$ cat src/rtl/ariane_pkg.sv
// Shared core types and sizes used by the writeback path.
package ariane_pkg;

    localparam int unsigned NR_WB_PORTS   = 3;
    localparam int unsigned TRANS_ID_BITS = 3;

    typedef struct packed {
        logic [63:0] cause;
        logic [63:0] tval;
        logic        valid;
    } exception_t;

endpackage

$ cat src/rtl/rr_arb_tree.sv
// Rotating-priority arbiter: first request at or after ptr_i wins, wrapping at NumIn-1.
// A constant zero pointer turns it into a fixed lowest-index-wins arbiter.
module rr_arb_tree #(
    parameter int unsigned NumIn = 3,
    parameter int unsigned IdxW  = (NumIn > 1) ? $clog2(NumIn) : 1
) (
    input  logic [NumIn-1:0] req_i,
    input  logic [IdxW-1:0]  ptr_i,
    output logic [NumIn-1:0] gnt_o,
    output logic [IdxW-1:0]  idx_o
);

    int unsigned base;
    int unsigned c;
    logic [IdxW-1:0] cand;
    logic found;

    always_comb begin
        gnt_o = '0;
        idx_o = '0;
        found = 1'b0;
        cand  = '0;
        c     = 0;
        // Out-of-range pointers fall back to index 0.
        base  = (32'(ptr_i) < NumIn) ? 32'(ptr_i) : 0;
        for (int unsigned k = 0; k < NumIn; k++) begin
            c = base + k;
            if (c >= NumIn) begin
                c = c - NumIn;
            end
            cand = IdxW'(c);
            if (!found && req_i[cand]) begin
                found       = 1'b1;
                gnt_o[cand] = 1'b1;
                idx_o       = cand;
            end
        end
    end

endmodule

$ cat src/rtl/wb_arbiter.sv
// One-entry-per-port writeback buffer arbitrated onto a single scoreboard write port.
// Define WB_ARB_FIXED_PRIO_EN for fixed lowest-index priority instead of round-robin.
module wb_arbiter
    import ariane_pkg::*;
#(
    parameter int unsigned NR_PORTS = NR_WB_PORTS
) (
    input  logic                                    clk_i,
    input  logic                                    rst_ni,
    input  logic                                    flush_i,
    input  logic [NR_PORTS-1:0]                     fu_valid_i,
    input  logic [NR_PORTS-1:0][TRANS_ID_BITS-1:0]  fu_trans_id_i,
    input  logic [NR_PORTS-1:0][63:0]               fu_result_i,
    input  exception_t [NR_PORTS-1:0]               fu_ex_i,
    output logic [NR_PORTS-1:0]                     fu_ready_o,
    output logic                                    wb_valid_o,
    output logic [TRANS_ID_BITS-1:0]                wb_trans_id_o,
    output logic [63:0]                             wb_result_o,
    output exception_t                              wb_ex_o,
    input  logic                                    wb_ready_i
);

    localparam int unsigned IdxW = (NR_PORTS > 1) ? $clog2(NR_PORTS) : 1;

    logic [NR_PORTS-1:0]                    buf_valid_q, buf_valid_d;
    logic [NR_PORTS-1:0][TRANS_ID_BITS-1:0] buf_tid_q, buf_tid_d;
    logic [NR_PORTS-1:0][63:0]              buf_res_q, buf_res_d;
    exception_t [NR_PORTS-1:0]              buf_ex_q, buf_ex_d;

    // While the scoreboard stalls, the arbiter is pinned to the waiting entry.
    logic            lock_q, lock_d;
    logic [IdxW-1:0] lock_idx_q, lock_idx_d;

    logic [IdxW-1:0]     arb_ptr;
    logic [NR_PORTS-1:0] grant;
    logic [IdxW-1:0]     grant_idx;
    logic                pop;

`ifdef WB_ARB_FIXED_PRIO_EN
    assign arb_ptr = lock_q ? lock_idx_q : '0;
`else
    logic [IdxW-1:0] rr_ptr_q, rr_ptr_d;

    assign arb_ptr = lock_q ? lock_idx_q : rr_ptr_q;

    always_comb begin
        rr_ptr_d = rr_ptr_q;
        if (pop && !flush_i) begin
            rr_ptr_d = (grant_idx == IdxW'(NR_PORTS - 1)) ? '0 : grant_idx + 1'b1;
        end
    end

    always_ff @(posedge clk_i or negedge rst_ni) begin
        if (!rst_ni) begin
            rr_ptr_q <= '0;
        end else begin
            rr_ptr_q <= rr_ptr_d;
        end
    end
`endif

    rr_arb_tree #(
        .NumIn (NR_PORTS),
        .IdxW  (IdxW)
    ) u_arb (
        .req_i (buf_valid_q),
        .ptr_i (arb_ptr),
        .gnt_o (grant),
        .idx_o (grant_idx)
    );

    assign wb_valid_o = |buf_valid_q;
    assign pop        = wb_valid_o & wb_ready_i;
    assign fu_ready_o = ~buf_valid_q | (grant & {NR_PORTS{wb_ready_i}});

    always_comb begin
        wb_trans_id_o = '0;
        wb_result_o   = '0;
        wb_ex_o       = '0;
        if (wb_valid_o) begin
            wb_trans_id_o = buf_tid_q[grant_idx];
            wb_result_o   = buf_res_q[grant_idx];
            wb_ex_o       = buf_ex_q[grant_idx];
        end
    end

    always_comb begin
        buf_valid_d = buf_valid_q;
        buf_tid_d   = buf_tid_q;
        buf_res_d   = buf_res_q;
        buf_ex_d    = buf_ex_q;
        for (int unsigned i = 0; i < NR_PORTS; i++) begin
            if (flush_i) begin
                buf_valid_d[i] = 1'b0;
            end else if (fu_valid_i[i] && fu_ready_o[i]) begin
                buf_valid_d[i] = 1'b1;
                buf_tid_d[i]   = fu_trans_id_i[i];
                buf_res_d[i]   = fu_result_i[i];
                buf_ex_d[i]    = fu_ex_i[i];
            end else if (pop && grant[i]) begin
                buf_valid_d[i] = 1'b0;
            end
        end
    end

    always_comb begin
        lock_d     = wb_valid_o && !wb_ready_i && !flush_i;
        lock_idx_d = grant_idx;
    end

    always_ff @(posedge clk_i or negedge rst_ni) begin
        if (!rst_ni) begin
            buf_valid_q <= '0;
            buf_tid_q   <= '0;
            buf_res_q   <= '0;
            buf_ex_q    <= '0;
            lock_q      <= 1'b0;
            lock_idx_q  <= '0;
        end else begin
            buf_valid_q <= buf_valid_d;
            buf_tid_q   <= buf_tid_d;
            buf_res_q   <= buf_res_d;
            buf_ex_q    <= buf_ex_d;
            lock_q      <= lock_d;
            lock_idx_q  <= lock_idx_d;
        end
    end

endmodule

$ cat config.mk
export PLATFORM = sky130hd
export DESIGN_NAME = wb_arbiter
export DESIGN_NICKNAME = d
export VERILOG_FILES = /design/src/rtl/ariane_pkg.sv /design/src/rtl/rr_arb_tree.sv /design/src/rtl/wb_arbiter.sv
export SDC_FILE = /design/constraint.sdc
export NUM_CORES = 1
export LEC_CHECK = 0
export BUFFER_PORTS_ARGS = -buffer_cell sky130_fd_sc_hd__buf_2
export CORE_MARGIN = 4
export CORE_UTILIZATION = 23
export DETAILED_ROUTE_END_ITERATION = 8
export SLEW_MARGIN = 20
export SYNTH_ARGS = -nofsm -noshare
export SYNTH_HDL_FRONTEND = slang
export SYNTH_SLANG_ARGS = --single-unit
$ cat constraint.sdc
create_clock -name clk_i -period 5 [get_ports clk_i]
set_clock_uncertainty 0.2 [all_clocks]
set_input_delay 1.5 -clock clk_i [delete_from_list [all_inputs] [get_ports clk_i]]
set_output_delay 1.5 -clock clk_i [all_outputs]
set_load 0.05 [all_outputs]
== After elaboration in Yosys (flattened, before gate mapping) ==
Index checks and enable logic that the tools add are counted.

* Bits in registers: 596

* Add/subtract/negate cells: 6
* Magnitude comparators: 11
* Equal/unequal tests: 1
* Multiplexer cells: 44
* Bitwise gates (word level): 7
* Reduce and logical (&&, ||, !) cells: 25

{| class="wikitable"
|+ Operator list
! kind !! number
|-
| binary-select mux 129 bit (select 2 bit) || 1
|-
| 2-to-1 mux 129 bit || 2
|-
| binary-select mux 64 bit (select 2 bit) || 1
|-
| 2-to-1 mux 64 bit || 2
|-
| >= comparator 32 x 2 -> 1 bit (second input constant) || 3
|-
| 2-to-1 mux 2 bit || 9
|-
| 2-to-1 mux 1 bit || 17
|-
| 2-to-1 mux 3 bit || 5
|-
| logical AND 1 bit || 14
|-
| less-than comparator 2 x 3 -> 1 bit (second input constant) || 4
|-
| OR 3 bit || 3
|-
| nonzero test 3 bit || 3
|-
| binary-select mux 1 bit (select 2 bit) || 3
|-
| binary-select mux 3 bit (select 2 bit) || 1
|-
| demux 1 bit (select 2 bit) || 3
|-
| >= comparator 2 x 1 -> 1 bit (second input constant) || 3
|-
| AND reduction 2 bit || 3
|-
| subtractor 2 bit (second input constant) || 3
|-
| zero test 1 bit || 4
|-
| adder 2 x 1 -> 3 bit (second input constant) || 1
|-
| adder 2 x 2 -> 3 bit (second input constant) || 1
|-
| bitwise AND 3 bit || 1
|-
| inverter 3 bit || 1
|-
| OR reduction 3 bit || 1
|-
| other kinds (5) || 5
|}

== Depth between registers and ports, before layout ==
Gate-level depths: netlist of the first run.

* Depth after elaboration: 19
* Depth in mapped cells: 14

== Modules after synthesis ==
From an unflattened synthesis of the first run, not the netlist that was laid out.

* Cell total of the unflattened synthesis: 2,227
* Area total of the unflattened synthesis: 28,319.7 µm²

{| class="wikitable"
|+ Modules (own cells, without submodules)
! module !! instances !! cells each !! area an instance (µm²) !! seq. area each (µm²)
|-
| wb_arbiter || 1 || 2,189 || 28,053.2 || 14,914.3
|-
| rr_arb_tree || 1 || 38 || 266.5 || 0.0
|}

== Least setup slack after synthesis of the first run ==
No wires, ideal clock.

* Path kind: register to output
* Start point: reg lock_q
* End point: out wb_ex_o[100] in the netlist's numbering
* Data arrival time: 3.476 ns
* Slack: -0.176 ns
* Cell stages (with the launch flop): 13
* Buffers on the path: 3
* Path through: dfrtp_1 -> mux2i_1 -> inv_1 -> ha_1 -> mux2i_1 -> or2_1 -> a21oi_1 -> a21o_1 -> buf_2 -> or2_1 -> buf_2 -> clkbuf_1 -> o21ai_0

{| class="wikitable"
|+ RTL lines
! element !! line !! RTL
|-
| from (decl) || wb_arbiter.sv:31 || <nowiki>logic lock_q, lock_d;</nowiki>
|-
| from (signal assigned) || wb_arbiter.sv:124 || <nowiki>lock_q <= lock_d;</nowiki>
|-
| to (decl) || wb_arbiter.sv:19 || <nowiki>output exception_t wb_ex_o,</nowiki>
|}

==> flow_summary_export.csv, run 1 <==
group,metric,value,unit
outcome,outcome,"finished, violations left",
outcome,violations,"setup timing",
worst_setup_path,cp.arrival,3560,ps
timing,setup_ws,-261,ps
worst_setup_path,cp_top_family,"buffers and inverters",
synth,yosysTopAreaCell,"dfrtp_1",
worst_setup_path,startpoint_type,"flop",
synth,synth_top_area_share,57.3,%
floorplan,ios,795,
synth,synth_edf_count,0,
synth,ys.flop_type,"dfrtp_1",
routing,drt_wl_total,103,mm
timing,tightest_slew,997,ps
routing,vias,20500,
synth,yosys_warnings,0,
routing,wl_per_cell,23.0,µm
cts,cts_hold_buf,0,
worst_setup_path,cp_max_fo,24,
synth,syn-num-nets,2587,
worst_setup_path,cp_slowest_cell,"dfrtp_1",
worst_hold_path,min_path_type,"reg2reg",
cts,clkLatencyLatePin,600,ps
synth,syn_area,0.0260,mm²
worst_setup_path,cp.required,3300,ps
placement,placement.io_buffers,794,
timing,fin_crit_sh,105,%
floorplan,rows,123,
worst_setup_path,path_cells,"mux2i_1 -> inv_1 -> ha_4 -> mux2i_2 -> or2_1 -> a21oi_2 -> a21o_4 -> or2_4 -> buf_4 -> buf_12 -> buf_16 -> o21ai_2 -> buf_6",
timing,finalHoldViolCount,0,
routing,postRouteAntennaNets,0,
timing,setup_violations,195,
layout,drive_gt1_share,54.9,%
pwr,irDropWorstVdd,0.788,mV
synth,yosysSeqAreaShare,57.3,%
cts,cts-root-buf,"clkbuf_16",
floorplan,core,0.112,mm²
synth,synth-compound-area-share,10.1,%
cts,clock_sinks,596,
routing,vias_per_cell,4.60,
cts,cts-buffers-inserted,71,
floorplan,fp.dieW,344,µm
floorplan,fp.dieH,344,µm
layout,nets,3462,
timing,max_slew_margin,33.6,%
timing,slew_violations,0,
global_routing,grt_max_degree,97,
worst_setup_path,end_kind,"output port",
flow_run,maxCapViolCount,0,
timing,tns,-34040,ps
layout,areaGrowthSynthToFinish,48.7,%
cts,clk_transition_reported_paths,60,ps
timing,period_needed,5260,ps
global_routing,gr-total-overflow,0,
cts,clock_path_buffers,3,
global_routing,grt_pass1_vias,21300,
synth,postSynthAreaPerCell,13.1,µm²
worst_setup_path,crit_type,"reg2out",
placement,dp_cells,4226,
synth,synthMuxAreaShare,25.7,%
synth,synth_xor_xnor_area_share,0,%
synth,synthTopCellsByArea,"dfrtp_1, mux2_2, mux2_1",
synth,yosysUniqueCellTypes,36,
global_routing,grt_usage,15.8,%
synth,synth_common_cells,"dfrtp_1, mux2_2, mux2_1",
cts,tritoncts,"yes",
placement,dpl.hpwl,66.2,mm
worst_setup_path,crit_path_max_incr_delay,380,ps
layout,layout.cells.non_filler,4456,
synth,postSynthCellCount,1988,
routing,firstDrtPassIters,5,
pwr,power_leakage,0.0170,µW
synth,synth-seq-cells,596,
routing,drcViolationCount,0,
synth,synth_most_common_cell,"dfrtp_1",
placement,place_congestion,0.838,
synth,synth_top_family_by_area,"multiplexers",
global_routing,grt_pass1_wl,139,mm
pwr,p_per_area,847,mW/mm²
floorplan,initial_utilization,23.1,%
synth,synthSimpleGateAreaFrac,3.34,%
worst_setup_path,critPathBufInv,5,
timing,fmax,0.190,GHz
global_routing,grt_antenna_before_repair,57,
timing,rsz0062_at_grt,"yes",
floorplan,fp.dieArea,0.119,mm²
routing,drt_iter0_drc,888,
synth,synthArstFlopShare,100,%
synth,synthAdderAreaFrac,0.192,%
cts,cts.htree.levels,3,
final cells by class:
cell class | count | area, µm²
Fill cell | 11000 | 73800
Inverter | 9 | 38.8
Multi-Input combinational cell | 1230 | 11800
Timing Repair Buffer | 955 | 7600
Tap cell | 1500 | 1880
Clock inverter | 22 | 340
Antenna cell | 41 | 103
Sequential cell | 596 | 14900
Clock buffer | 103 | 2060
flip-flops by register name, summed over array words and instances (netlist names):
name	flops
buf_ex_q	387
buf_res_q	192
rr_ptr_q	2
buf_tid_q	9
lock_q	1
lock_idx_q	2
buf_valid_q	3
cell usage in the layout (no fill, tap or decap), types with 17 or more instances in the layout:
cell | synthesis | routed
nand2_1 | 199 | 199
o21ai_4 | 0 | 81
mux2_1 | 280 | 280
buf_6 | 26 | 167
buf_8 | 0 | 25
a22oi_1 | 196 | 146
diode_2 | 0 | 41
buf_12 | 0 | 40
clkbuf_1 | 63 | 17
mux2_2 | 309 | 309
a22oi_2 | 0 | 50
clkbuf_16 | 0 | 84
buf_2 | 55 | 597
o21ai_0 | 71 | 26
o21ai_2 | 0 | 77
dfrtp_1 | 596 | 596
buf_4 | 6 | 93
repair_timing:
item	4_1_cts	5_1_grt
cloned	12	18
pin swaps	26	66
setup endpoints to repair	196	198
gates resized for setup	313	570
buffers inserted	27	14
final timing paths:
kind / slack (ps) / startpoint / endpoint / depth (start not counted)
worst max-delay path: -260 / lock_q / wb_ex_o[50] / 13
worst min-delay path: 290 / buf_res_q[18] / buf_res_q[18] / 1
worst max register to register: 1130 / lock_q / buf_ex_q[92] / 14
worst min register to register: 290 / buf_res_q[18] / buf_res_q[18] / 1
max in group asynchronous: 2760 / rst_ni / buf_ex_q[139] / 2
min in group asynchronous: 790 / rst_ni / buf_res_q[23] / 1
routing by layer:
metal,share of wire (%),global-route usage (%)
met3,7.5,4.82
met1,39,19.0
met4,4.4,6.90
met2,49,26.1
met5,0.20,0
logic make-up after synthesis:
logic type | count (synthesis)
buffers and inverters | 162
DFF | 596
and+or+nand+nor | 218
adders and majority gates | 4
AOI/OAI and AO/OA | 414
muxes | 594
power by group:
part	total, µW	switching [µW]	internal [µW]
clock network	5380	2110	3270
logic	19900	11900	7960
registers	7520	1010	6510
total	32800	15000	17700
through the flow:
| step | total power [µW] | hold slack, ps | area [µm²] | util [%] | worst slack (ps) |
|---|---|---|---|---|---|
| 6_report | 32800 | 287 | 38700 | 34.4 | -261 |
| 5_1_grt | 34300 | 298 | 38700 | 34.4 | -461 |
| 4_1_cts | 29500 | 294 | 36300 | 32.3 | -313 |
| 3_5_place_dp | 21100 | 281 | 32200 | 28.6 | -13.0 |
| 3_3_place_gp | 21000 | 273 | 32200 | 28.6 | 29.7 |
| 2_1_floorplan | 16700 | 264 | 26000 | - | -176 |
Note: power is estimated with default switching activity, not from simulation.
==> run 2, diff against run 1 <==
- CORE_AREA: unset -> 4 4 304 306
- CORE_MARGIN: 4 -> unset
- CORE_UTILIZATION: 23 -> unset
- DIE_AREA: unset -> 0 0 308 310
==> flow_summary_export.csv, run 2 (same netlist as run 1, synthesis figures left out) <==
group,metric,value,unit
timing,tns,-35470,ps
outcome,violations,"setup timing",
worst_setup_path,cp.arrival,3620,ps
layout,reg.largest.list,"buf_ex_q: 387 flops, buf_res_q: 192 flops, buf_tid_q: 9 flops",
worst_setup_path,cp.required,3300,ps
floorplan,fp.dieH,310,µm
layout,areaGrowthSynthToFinish,36.4,%
layout,fillers,8595,
layout,largest_reg_flops,387,
layout,register_area,0.0149,mm²
routing,firstDrtPassIters,4,
placement,place_congestion,0.854,
routing,vias_per_cell,4.82,
worst_hold_path,min_path_type,"reg2reg",
cts,clk_transition_reported_paths,60,ps
worst_setup_path,cp_max_fo,46,
placement,placement.io_buffers,794,
layout,drive_gt1_share,48.5,%
cts,cts-root-buf,"clkbuf_16",
global_routing,grt_max_degree,107,
routing,postRouteAntennaNets,0,
pwr,sequentialPowerShare,26.2,%
cts,clock_path_buffers,3,
timing,fmax,0.188,GHz
pwr,power_leakage,0.0160,µW
flow_run,maxCapViolCount,0,
routing,vias,19500,
cts,cts.htree.levels,3,
pwr,p_per_area,800,mW/mm²
routing,drt_wl_total,89.0,mm
layout,largest-register,"buf_ex_q",
worst_setup_path,r2r_start,"lock_q",
routing,drcViolationCount,0,
worst_setup_path,reg2reg_depth,12,
pwr,irDropWorstVdd,0.560,mV
layout,nets,3387,
floorplan,fp.dieArea,0.0955,mm²
timing,period_needed,5320,ps
worst_hold_path,hp-start,"buf_ex_q[75]",
floorplan,fp.dieW,308,µm
worst_hold_path,holdPathStages,1,
worst_setup_path,startpoint_type,"flop",
cts,cts-buffers-inserted,69,
worst_hold_path,min_to,"buf_ex_q[75]",
timing,fin_crit_sh,106,%
worst_setup_path,cp_slowest_cell,"dfrtp_1",
pwr,netSwitchingPower,13100,µW
worst_setup_path,timing.rr.end,"buf_ex_q[286]",
pwr,combPwrFrac,55.8,%
layout,multi_input_comb_area,0.0105,mm²
outcome,outcome,"finished, violations left",
routing,drt_iter0_drc,1168,
worst_setup_path,crit_type,"reg2out",
routing,wl_per_cell,22.0,µm
pwr,p_sw_share,46.1,%
global_routing,grt_pass1_wl,128,mm
worst_setup_path,r2r_setup_slack,1280,ps
timing,setup_ws,-315,ps
timing,rsz0062_at_grt,"yes",
cts,tritoncts,"yes",
cts,clkLatencyLatePin,600,ps
layout,layout_commonest_cell,"buf_2",
worst_setup_path,crit_path_max_incr_delay,420,ps
floorplan,rows,110,
placement,dpl.hpwl,62.2,mm
global_routing,grt_antenna_before_repair,44,
timing,slew_violations,0,
worst_setup_path,cp_common_cell,"buf_4",
pwr,p_total,28400,µW
global_routing,grt_pass1_vias,20500,
floorplan,core,0.0896,mm²
worst_setup_path,path_cells,"o21a_1 -> buf_4 -> ha_4 -> mux2i_2 -> or2_1 -> buf_4 -> a21o_4 -> or2_4 -> buf_12 -> buf_16 -> o21ai_1 -> buf_6",
timing,setup_violations,196,
worst_setup_path,end_kind,"output port",
global_routing,gr-total-overflow,0,
floorplan,ios,795,
global_routing,grt_usage,17.5,%
timing,finalHoldViolCount,0,
pwr,p_int,15300,µW
worst_setup_path,startpoint,"lock_q",
layout,final_cell_mix,"buf_2, dfrtp_1, mux2_2",
floorplan,initial_utilization,29.1,%
timing,max_slew_margin,39.6,%
placement,post-place-ws,44.7,ps
timing,tightest_slew,906,ps
pwr,clkPwrFrac,18.0,%
cts,clock_sinks,596,
run 2: changes by cell type in the layout (fill, tap and decap cells not counted), sizes merged:
| cell | before | now |
|---|---|---|
| buf | 938 | 860 |
| diode | 41 | 35 |
| clkbuf | 117 | 112 |
| clkinv | 10 | 15 |
| bufbuf | 3 | 6 |
| bufinv | 8 | 6 |
| inv | 13 | 11 |
| clkinvlp | 0 | 1 |
run 2: worst max-delay path by stage:
stage / end / depth (start not counted)
after floorplan: wb_ex_o[100] / 12
after CTS: wb_ex_o[121] / 12
after global routing: wb_ex_o[27] / 12
after detailed placement: wb_ex_o[122] / 11
after global placement: wb_ex_o[122] / 11
final: wb_result_o[59] / 12
run 2: routing by layer:
layer / share of wire [%] / track usage (%) / vias up
met5: 0.12 / 0 / -
met4: 3.7 / 7.29 / 16
met3: 7.4 / 5.39 / 189
met2: 49 / 29.8 / 675
met1: 40 / 20.7 / 9783
li1: - / - / 8849
run 2: critical path: cells and delay by family (launching register included):
family	cells	cell delay [ps]
buffers and inverters	5	910
flip-flops	1	420
AND/OR/NAND/NOR	2	540
adder cells (fa/ha/maj)	1	260
multiplexers	1	150
AO/OA/AOI/OAI	3	630
run 2: power groups by stage:
stage          clock network, µW  logic [µW]  registers [µW]
3_5_place_dp                   0       13300            7520
5_1_grt                     5470       16600            7640
6_report                    5120       15900            7440
3_3_place_gp                   0       13200            7470
2_1_floorplan                  0        9570            7160
4_1_cts                     5270       15000            7450
run 2: repair_timing:
item / 4_1_cts / 5_1_grt
setup endpoints to repair: 196 / 196
gates cloned: 6 / 5
hold buffers: 0 / 0
gates resized for setup: 257 / 167
pin swaps: 2 / 0
setup buffers: 10 / 0
run 2: final cells by class:
class	instances	area share, %
antenna	35	0.247
clock buffer	96	5.57
clock inverter	24	0.884
inverter	9	0.109
multi-input combinational	1230	29.7
sequential	596	42.0
tap	1176	4.14
timing repair buffer	882	17.4
run 2: per-stage QoR:
step	area [µm²]	std cells	hold slack [ps]	util, %
3_3_place_gp	31600	3872	274	35.2
2_1_floorplan	26000	1988	264	-
4_1_cts	34900	4008	294	39.0
5_1_grt	35500	4036	299	39.6
6_report	35500	4048	286	39.6
3_5_place_dp	31600	3872	281	35.2
